File: src/rtl/urna_pkg.sv
// Shared constants and types for the result-reporting transmitter.
// Frame length depends on URNA_APURACAO_CHK_EN (checksum byte appended when defined).
package urna_pkg;

  // Ballot box estado encodings
  localparam logic [1:0] EST_OFF    = 2'd0;
  localparam logic [1:0] EST_OPEN   = 2'd1;
  localparam logic [1:0] EST_CLOSED = 2'd2;
  localparam logic [1:0] EST_AUDIT  = 2'd3;

  localparam logic [7:0] DEF_HEADER = 8'hA5;

  // Frame byte positions
  localparam logic [2:0] IDX_HDR    = 3'd0;
  localparam logic [2:0] IDX_C1     = 3'd1;
  localparam logic [2:0] IDX_C2     = 3'd2;
  localparam logic [2:0] IDX_NULL   = 3'd3;
  localparam logic [2:0] IDX_SUM_HI = 3'd4;
  localparam logic [2:0] IDX_SUM_LO = 3'd5;
  localparam logic [2:0] IDX_CHK    = 3'd6;

  localparam logic [2:0] FRAME_LEN_BASE = 3'd6;
  localparam logic [2:0] FRAME_LEN_CHK  = 3'd7;

  typedef enum logic [1:0] {
    S_IDLE = 2'd0,
    S_SEND = 2'd1,
    S_DONE = 2'd2
  } state_t;

endpackage

File: src/rtl/urna_xor_acc.sv
// 8-bit XOR accumulator with synchronous clear and enable; builds the frame checksum.
module urna_xor_acc (
  input  logic       clk,
  input  logic       rst,
  input  logic       clr,
  input  logic       en,
  input  logic [7:0] din,
  output logic [7:0] acc
);

  always_ff @(posedge clk) begin
    if (rst || clr) acc <= 8'h00;
    else if (en)    acc <= acc ^ din;
  end

endmodule

File: src/rtl/urna_apuracao_tx.sv
// Snapshots ballot totals on voting close and streams them as a byte frame.
// Define URNA_APURACAO_CHK_EN to append an XOR checksum byte (7-byte frame).
module urna_apuracao_tx
  import urna_pkg::*;
#(
  parameter logic [7:0] HEADER    = DEF_HEADER,
  parameter logic [1:0] ST_CLOSED = EST_CLOSED
) (
  input  logic       clk,
  input  logic       rst,
  input  logic [1:0] estado,
  input  logic [7:0] TotalC1,
  input  logic [7:0] TotalC2,
  input  logic [7:0] TotalNull,
  input  logic       resend,
  output logic [7:0] tx_data,
  output logic       tx_valid,
  input  logic       tx_ready,
  output logic       busy,
  output logic       done
);

`ifdef URNA_APURACAO_CHK_EN
  localparam logic [2:0] FRAME_LEN = FRAME_LEN_CHK;
`else
  localparam logic [2:0] FRAME_LEN = FRAME_LEN_BASE;
`endif
  localparam logic [2:0] LAST_IDX = FRAME_LEN - 3'd1;

  state_t     state;
  logic [1:0] estado_q;
  logic       close_q, resend_q;
  logic [7:0] snap_c1, snap_c2, snap_null;
  logic [2:0] idx, idx_nx;
  logic [9:0] sum;
  logic [7:0] next_byte;
  logic       closed, close_evt, accept, start;

  assign closed    = (estado == ST_CLOSED);
  assign close_evt = closed && (estado_q != ST_CLOSED);
  assign accept    = (state == S_SEND) && tx_valid && tx_ready;
  // Close and resend are registered one cycle before the frame starts.
  assign start     = ((state == S_IDLE) && close_q) ||
                     ((state == S_DONE) && closed && resend_q);
  assign idx_nx    = idx + 3'd1;
  assign sum       = {2'b00, snap_c1} + {2'b00, snap_c2} + {2'b00, snap_null};

`ifdef URNA_APURACAO_CHK_EN
  logic [7:0] acc;

  urna_xor_acc u_chk (
    .clk (clk),
    .rst (rst),
    .clr (start),
    .en  (accept),
    .din (tx_data),
    .acc (acc)
  );
`endif

  // Byte loaded into tx_data when the current one is accepted.
  always_comb begin
    next_byte = 8'h00;
    case (idx_nx)
      IDX_C1:     next_byte = snap_c1;
      IDX_C2:     next_byte = snap_c2;
      IDX_NULL:   next_byte = snap_null;
      IDX_SUM_HI: next_byte = {6'b000000, sum[9:8]};
      IDX_SUM_LO: next_byte = sum[7:0];
`ifdef URNA_APURACAO_CHK_EN
      // acc covers bytes up to SUM_HI; fold in SUM_LO being accepted now
      IDX_CHK:    next_byte = acc ^ tx_data;
`endif
      default:    next_byte = 8'h00;
    endcase
  end

  always_ff @(posedge clk) begin
    if (rst) begin
      state     <= S_IDLE;
      estado_q  <= EST_OFF;
      close_q   <= 1'b0;
      resend_q  <= 1'b0;
      snap_c1   <= 8'h00;
      snap_c2   <= 8'h00;
      snap_null <= 8'h00;
      idx       <= IDX_HDR;
      tx_data   <= 8'h00;
      tx_valid  <= 1'b0;
      busy      <= 1'b0;
      done      <= 1'b0;
    end else begin
      estado_q <= estado;
      close_q  <= (state == S_IDLE) && close_evt;
      resend_q <= (state == S_DONE) && resend;

      if ((state == S_IDLE) && close_evt) begin
        snap_c1   <= TotalC1;
        snap_c2   <= TotalC2;
        snap_null <= TotalNull;
      end

      if (start) begin
        state    <= S_SEND;
        idx      <= IDX_HDR;
        tx_data  <= HEADER;
        tx_valid <= 1'b1;
        busy     <= 1'b1;
        done     <= 1'b0;
      end else begin
        case (state)
          S_IDLE: ;
          S_SEND: begin
            if (accept) begin
              if (idx == LAST_IDX) begin
                state    <= S_DONE;
                tx_valid <= 1'b0;
                tx_data  <= 8'h00;
                busy     <= 1'b0;
                done     <= 1'b1;
              end else begin
                idx     <= idx_nx;
                tx_data <= next_byte;
              end
            end
          end
          S_DONE: begin
            if (!closed) begin
              state <= S_IDLE;
              done  <= 1'b0;
            end
          end
          default: begin
            state    <= S_IDLE;
            tx_valid <= 1'b0;
            busy     <= 1'b0;
            done     <= 1'b0;
          end
        endcase
      end
    end
  end

endmodule

File: config.mk
export PLATFORM = sky130hd
export DESIGN_NAME = urna_apuracao_tx
export DESIGN_NICKNAME = d
export VERILOG_FILES = /design/src/rtl/urna_pkg.sv /design/src/rtl/urna_xor_acc.sv /design/src/rtl/urna_apuracao_tx.sv
export SDC_FILE = /design/constraint.sdc
export NUM_CORES = 1
export LEC_CHECK = 0
export BUFFER_PORTS_ARGS = -buffer_cell sky130_fd_sc_hd__buf_4
export CAP_MARGIN = 20
export CORE_MARGIN = 4
export CORE_UTILIZATION = 45
export CTS_CLUSTER_SIZE = 40
export DETAILED_ROUTE_END_ITERATION = 10
export HOLD_SLACK_MARGIN = 0.08
export PLACE_DENSITY = 0.69
export SYNTH_ARGS = -nofsm -noshare
export SYNTH_HDL_FRONTEND = slang
export SYNTH_SLANG_ARGS = --single-unit
export TNS_END_PERCENT = 30
File: constraint.sdc
create_clock -name clk -period 2.15 [get_ports clk]
set_input_delay 0.215 -clock clk [delete_from_list [all_inputs] [get_ports clk]]
set_output_delay 0.215 -clock clk [all_outputs]
set_load 0.1 [all_outputs]
==> results by group, run 1 <==
Status
  – Run status: complete, but fails checks
  – Violated checks: setup timing

Synthesis
  – Syn Std Cell Area: 0.00235 mm^2
  – Synth Flop Type: dfxtp_1
  – Avg Cell Area, Syn: 8.26 um^2
  – EDFF count, synth: 0
  – Netlist cell types: 45
  – Post-Syn Instances: between 200 and 300
  – Ys async rst share: 0%
  – Seq cells post-synth: 42
  – YS warnings: 0
  – Post-synthesis sequential area ratio: 35.7%
  – Syn nets: between 300 and 400

Cells and area
  – Commonest non-fill, non-tap cell in the layout: buf_4
  – Most frequent cells in the layout: 74 x buf_4, 62 x nand2_1, 44 x a21oi_1
  – Diode count: 0
  – Nets@finish: 400
  – Layout overhead on the synthesized area: 30.1%
  – Fraction of layout cells with a size suffix above 1: 28.0%

Placement
  – DP HPWL: 4330 um
  – Place WS: -0.313 ns
  – RePlAce Congestion: 0.916
  – Port bufs: 40

Pwr
  – PD cells: 535 mW/mm^2
  – Peak VDD IR: ~0.00040 V
  – Final total power: 1.64 mW
  – Leak pwr: 1.34 nW

STA
  – Final Setup Violations: 6
  – Clock skew: roughly 0.0092 ns
  – Fin worst setup slack: -0.258 ns
  – Fmax: 415 MHz
  – Hold WS: 0.132 ns
  – RSZ-0062 raised after global routing: yes
  – Final Hold Viols: 0
  – Slew headroom: 64.0%
  – Final period utilization: 112%
  – Worst-margin pin slew: 0.536 ns
  – Fin crit period: about 2.4 ns
  – Fin. max-slew vios: 0

Drt
  – Final wirelength: around 5600 um
  – DRT iter0 DRCs: 70
  – First-pass iteration count of the detailed router: 4
  – DRC: 0
  – Vias per cell: about 5.1
  – Routed via count: 2162
  – WL/cell: 13.3 um
  – ANT nets after route: 0

Setup path
  – WS Path Type: register to register
  – CP required: 2.33 ns
  – Type of origin of the critical path: register
  – CP max FO: 2
  – WP data arrival: 2.59 ns
  – Endpoint class of the critical path: register

Clock network
  – Clock root buffer master: clkbuf_8
  – CTS buffer count: 5
  – CTS tree: done
  – Cts repair resizes: 2
  – Clk Latency, worst-skew pair: 0.30 ns
  – CTS Hold Buffers Added: 0
  – Number of H-tree levels: 2
  – # Post-CTS Setup Buffers: 0
  – Reg clk slew, reported paths: about 0.090 ns
  – TritonCTS Sinks: 42
  – Longest Clk Path Bufs: 2

Floorplan
  – IO Pins: 41
  – Num rows: 26
  – Die height: 80.3 um
  – Die area: 0.00645 mm^2
  – Chip Width: roughly 80 um
  – Initial core utilization: between 40% and 50%
  – Core area: 0.00507 mm^2

GRT
  – Number of global-route vias before repair: 2076
  – Global route overflow: 0
  – Largest net degree at the start of global routing: 37
  – GRT Resource Usage Total: 18.8%
  – Global-route wire length before repair: 9360 um
  – Antenna violations before repair: 0

Flow run
  – MaxCap Viol Count: 0

Min path
  – Worst Hold Class: input pin to register
state kept, by name, summed over array words and instances, names as in the netlist:
register   count
busy           1
idx            3
resend_q       1
snap_c2        8
done           1
tx_data        8
estado_q       2
close_q        1
snap_c1        8
state          1
snap_null      8
cells in the mapped netlist (3+ instances only):
| master | number | area [um^2] |
|---|---|---|
| inv_1 | 13 | 48.8 |
| nor2b_1 | 5 | 31.3 |
| dfxtp_1 | 42 | 841 |
| ha_1 | 12 | 150 |
| a222oi_1 | 3 | 30.0 |
| o21ai_0 | 5 | 25.0 |
| nand3b_1 | 3 | 22.5 |
| clkbuf_1 | 12 | 45.0 |
| a21oi_1 | 47 | 235 |
| fa_1 | 9 | 180 |
| a22oi_1 | 5 | 37.5 |
| nand2_1 | 62 | 233 |
| o21a_1 | 3 | 22.5 |
| mux2i_1 | 5 | 50.1 |
| nor2_1 | 11 | 41.3 |
| o21bai_1 | 3 | 22.5 |
| nand3_1 | 6 | 30.0 |
report_power, final:
group / switching [mW] / internal (mW) / leakage, nW / total, mW
combinational: 0.147 / 0.133 / 0.954 / 0.280
clock: 0.273 / 0.258 / 0.0472 / 0.532
sequential: 0.0228 / 0.806 / 0.343 / 0.828
total: 0.443 / 1.20 / 1.34 / 1.64
cell families after synthesis:
kind of cell,share of synthesized area (%)
buf+inv,5.37
compound gates,20.5
flops,35.7
fa+ha+maj,14.0
simple gates,20.8
mux,2.13
xor+xnor,1.43
metrics by stage:
step	utilization (%)	std cells	setup TNS, ns	instance area [um^2]
floorplan	-	285	-0.496	2360
global placement	57.8	412	-0.844	2940
detailed placement	57.8	412	-1.20	2940
CTS	59.8	420	-1.22	3030
global route	60.4	420	-1.60	3060
finish	60.4	420	-0.849	3060
per-layer routing:
metal	up-vias	routed length [um]	global-route usage (%)
li1	1106	-	-
met3	7	286	4.71
met5	-	0	0
met2	47	2680	30.5
met4	0	91	7.26
met1	1002	2530	23.8
path summary, 6_finish.rpt:
path	to	start	slack (ns)	cells after the start
setup / recovery	tx_data[5]	snap_c1[1]	-0.26	11
setup reg to reg	tx_data[5]	snap_c1[1]	-0.26	11
hold / removal	estado_q[0]	estado[0]	0.13	2
hold reg to reg	tx_data[4]	tx_data[4]	0.46	2
area by class of cell:
type / instances / area (um^2)
clock inverter: 2 / 12.5
multi-input combinational: 212 / 1430
sequential: 42 / 843
timing repair buffer: 74 / 556
tap: 70 / 87.6
fill: 489 / 2010
inverter: 14 / 52.6
clock buffer: 6 / 82.6
worst max-delay path: stages (launching register included):
cell	delay, ns
dfxtp_2	0.34
inv_2	0.04
fa_1	0.47
inv_1	0.07
ha_2	0.18
inv_2	0.04
fa_2	0.36
nor2b_4	0.15
o21ai_2	0.07
nor3b_1	0.13
or3_1	0.33
o2bb2ai_1	0.12
Note: power is estimated with default switching activity, not from simulation.
==> run 2: changes to the inputs <==
--- a/config.mk
+++ b/config.mk
@@ -5,6 +5,7 @@
 export SDC_FILE = /design/constraint.sdc
 export NUM_CORES = 1
 export LEC_CHECK = 0
+export ABC_AREA = 1
 export BUFFER_PORTS_ARGS = -buffer_cell sky130_fd_sc_hd__buf_4
 export CAP_MARGIN = 20
 export CORE_MARGIN = 4
@@ -12,7 +13,7 @@
 export CTS_CLUSTER_SIZE = 40
 export DETAILED_ROUTE_END_ITERATION = 10
 export HOLD_SLACK_MARGIN = 0.08
-export PLACE_DENSITY = 0.69
+export PLACE_DENSITY = 0.68
 export SYNTH_ARGS = -nofsm -noshare
 export SYNTH_HDL_FRONTEND = slang
 export SYNTH_SLANG_ARGS = --single-unit
==> run 2 against run 1 <==
- the run now ends clean
- sequential share of layout area fell by 0.15 points
- worst setup slack improved by 0.26 ns
- critical path depth rose by 4
- largest cell class unchanged
==> results by group, run 2 <==
Drt
  – DRC: 0
  – Routed via count: 2259
  – First-pass iteration count of the detailed router: 4
  – WL/cell: between 10 and 15 um
  – Vias per cell: 4.82
  – DRT iter0 DRCs: 92
  – Final wirelength: 6020 um
  – ANT nets after route: 0

STA
  – RSZ-0062 raised after global routing: yes
  – Fmax: 465 MHz
  – Slew headroom: 59.2%
  – Clock skew: 0.0129 ns
  – Hold WS: 0.133 ns
  – Fin crit period: roughly 2.1 ns
  – Fin. max-slew vios: 0
  – Final period utilization: 100%
  – Final Hold Viols: 0
  – Worst-margin pin slew: 0.611 ns
  – Final Setup Violations: 0

Setup path
  – R2R Setup Slk: roughly 0.00092 ns
  – CP max FO: 3
  – WP data arrival: 2.38 ns
  – Type of origin of the critical path: register
  – CP required: between 2 and 2.5 ns
  – WS Path Type: register to register
  – Endpoint class of the critical path: register

GRT
  – Global-route wire length before repair: 9600 um
  – Number of global-route vias before repair: 2154
  – Largest net degree at the start of global routing: 50
  – Global route overflow: 0
  – Antenna violations before repair: 0
  – GRT Resource Usage Total: roughly a fifth

Cells and area
  – Most frequent cells in the layout: 75 x nand2_1, 56 x inv_1, 50 x buf_4
  – Commonest non-fill, non-tap cell in the layout: nand2_1
  – Nets@finish: 449
  – Design Area, Final: around 0.0031 mm^2
  – Fraction of layout cells with a size suffix above 1: 25.3%
  – Diode count: 0
  – Layout overhead on the synthesized area: 22.8%

Floorplan
  – Die area: 0.00684 mm^2
  – Chip Width: 82.7 um
  – Initial core utilization: between 40 and 50%
  – Die height: 82.7 um
  – IO Pins: 41
  – Num rows: 26
  – Core area: 0.00527 mm^2

Clock network
  – Reg clk slew, reported paths: 0.08 ns
  – Clk Latency, worst-skew pair: 0.30 ns
  – TritonCTS Sinks: 42
  – CTS buffer count: 5
  – Number of H-tree levels: 2
  – Longest Clk Path Bufs: 2
  – Clock root buffer master: clkbuf_8
  – CTS tree: done
  – CTS Hold Buffers Added: 0

Synthesis
  – Syn Std Cell Area: 0.00251 mm^2
  – Post-synth top area share: 33.5%
  – Post-synth top cells: 76 x nand2_1, 61 x inv_1, 42 x dfxtp_1
  – Post-synthesis sequential area ratio: 33.5%
  – Ys async rst share: 0%
  – EDFF count, synth: 0
  – Seq cells post-synth: 42
  – Syn nets: 401
  – Most frequent cell after synthesis: nand2_1
  – Synth Flop Type: dfxtp_1
  – Netlist cell types: 28
  – YS warnings: 0
  – Post-synth top area cell: dfxtp_1
  – Avg Cell Area, Syn: 7.18 um^2
  – Synth top area cells: dfxtp_1 33%, nand2_1 11%, inv_1 9.1%
  – Post-Syn Instances: 350

Placement
  – RePlAce Congestion: 0.873
  – DP HPWL: 4660 um
  – Port bufs: 40
  – Cell Area, Placed: 0.00293 mm^2

Pwr
  – Leak pwr: 1.43 nW
  – Power share of the sequential group: 48.5%
  – Switching share of total power: a little over 30%
  – Part of the power in combinational logic: 23.5%
  – P_sw: 0.539 mW
  – Clock share of power: between 20 and 30%
  – Peak VDD IR: about 0.0004 V
  – Int Power: 1.22 mW
  – PD cells: 571 mW/mm^2

Min path
  – Worst Hold Class: input pin to register

Status
  – Run status: complete, no violations

Flow run
  – MaxCap Viol Count: 0
==> run 2: cell types whose count changed after synthesis, sizes merged, moves of 5 or more <==
cell | before | now
a21oi | 47 | 42
a22oi | 5 | 0
clkbuf | 12 | 4
inv | 14 | 65
mux2i | 5 | 0
nand2 | 62 | 85
nand3 | 6 | 16
nor2 | 11 | 26
nor2b | 5 | 0
o21ai | 7 | 36
==> run 2: area by class of cell <==
cell class | instances | area (um^2)
clock buffer | 6 | 72.6
clock inverter | 2 | 13.8
fill | 511 | 2190
inverter | 65 | 244
multi-input combinational | 234 | 1450
sequential | 42 | 845
tap | 70 | 87.6
timing repair buffer | 50 | 375
==> run 2: cell families after synthesis <==
group | after synthesis | synth area share (%)
flip-flops | 42 | 33.5
AO/OA/AOI/OAI | 81 | 17.3
AND/OR/NAND/NOR | 132 | 24.6
buffers and inverters | 74 | 11.5
adder cells (fa/ha/maj) | 21 | 13.1
==> run 2: worst max-delay path, cell delays in order, from the launching register on <==
cell and delay, ns:
dfxtp_2 0.33, inv_2 0.04, fa_1 0.46, inv_1 0.07
ha_2 0.17, inv_2 0.04, fa_2 0.33, inv_2 0.08
nand3_2 0.08, nand2_2 0.10, nand3_2 0.07, nand2_1 0.06
nand2_1 0.04, nand2_1 0.06, nand2_1 0.04, a21oi_1 0.12
==> run 2: power by group through the flow <==
stage          Clock, mW  Combinational, mW  Sequential (mW)
2_1_floorplan          0              0.222            0.898
3_3_place_gp           0              0.366            0.869
3_5_place_dp           0              0.373            0.870
4_1_cts            0.507              0.381            0.853
5_1_grt            0.539              0.459            0.859
6_report           0.494              0.414            0.854
==> run 2: per-stage QoR <==
step                std cells  TNS (ns)  power, mW  setup WS [ns]  utilization [%]
floorplan                 350         0       1.12         0.0131                -
detailed placement        460    -0.436       1.24         -0.138             55.6
global route              469    -0.374       1.86         -0.143             58.5
global placement          460   -0.0859       1.23        -0.0478             55.6
finish                    469         0       1.76       0.000922             58.5
CTS                       468   -0.0108       1.74        -0.0108             57.5
==> run 2: path summary, 6_finish.rpt <==
path	from	to	cells after the start
max	snap_null[1]	tx_data[1]	15
min	estado[1]	estado_q[1]	3
max reg2reg	snap_null[1]	tx_data[1]	15
min reg2reg	tx_data[3]	tx_data[3]	2
==> run 2: timing repair <==
item | 4_1_cts | 5_1_grt
pin swaps | 2 | 5
resized for setup | 10 | 10
hold endpoints to repair | 0 | 0
setup buffers | 0 | 1
gates cloned | 0 | 0
setup endpoints to repair | 4 | 7
==> run 2: routing by layer <==
layer	vias up	track usage [%]	wire [um]
li1	1194	-	-
met1	1018	24.6	2840
met2	37	30.2	2880
met3	10	3.25	183
met4	0	7.84	110
met5	-	0	0
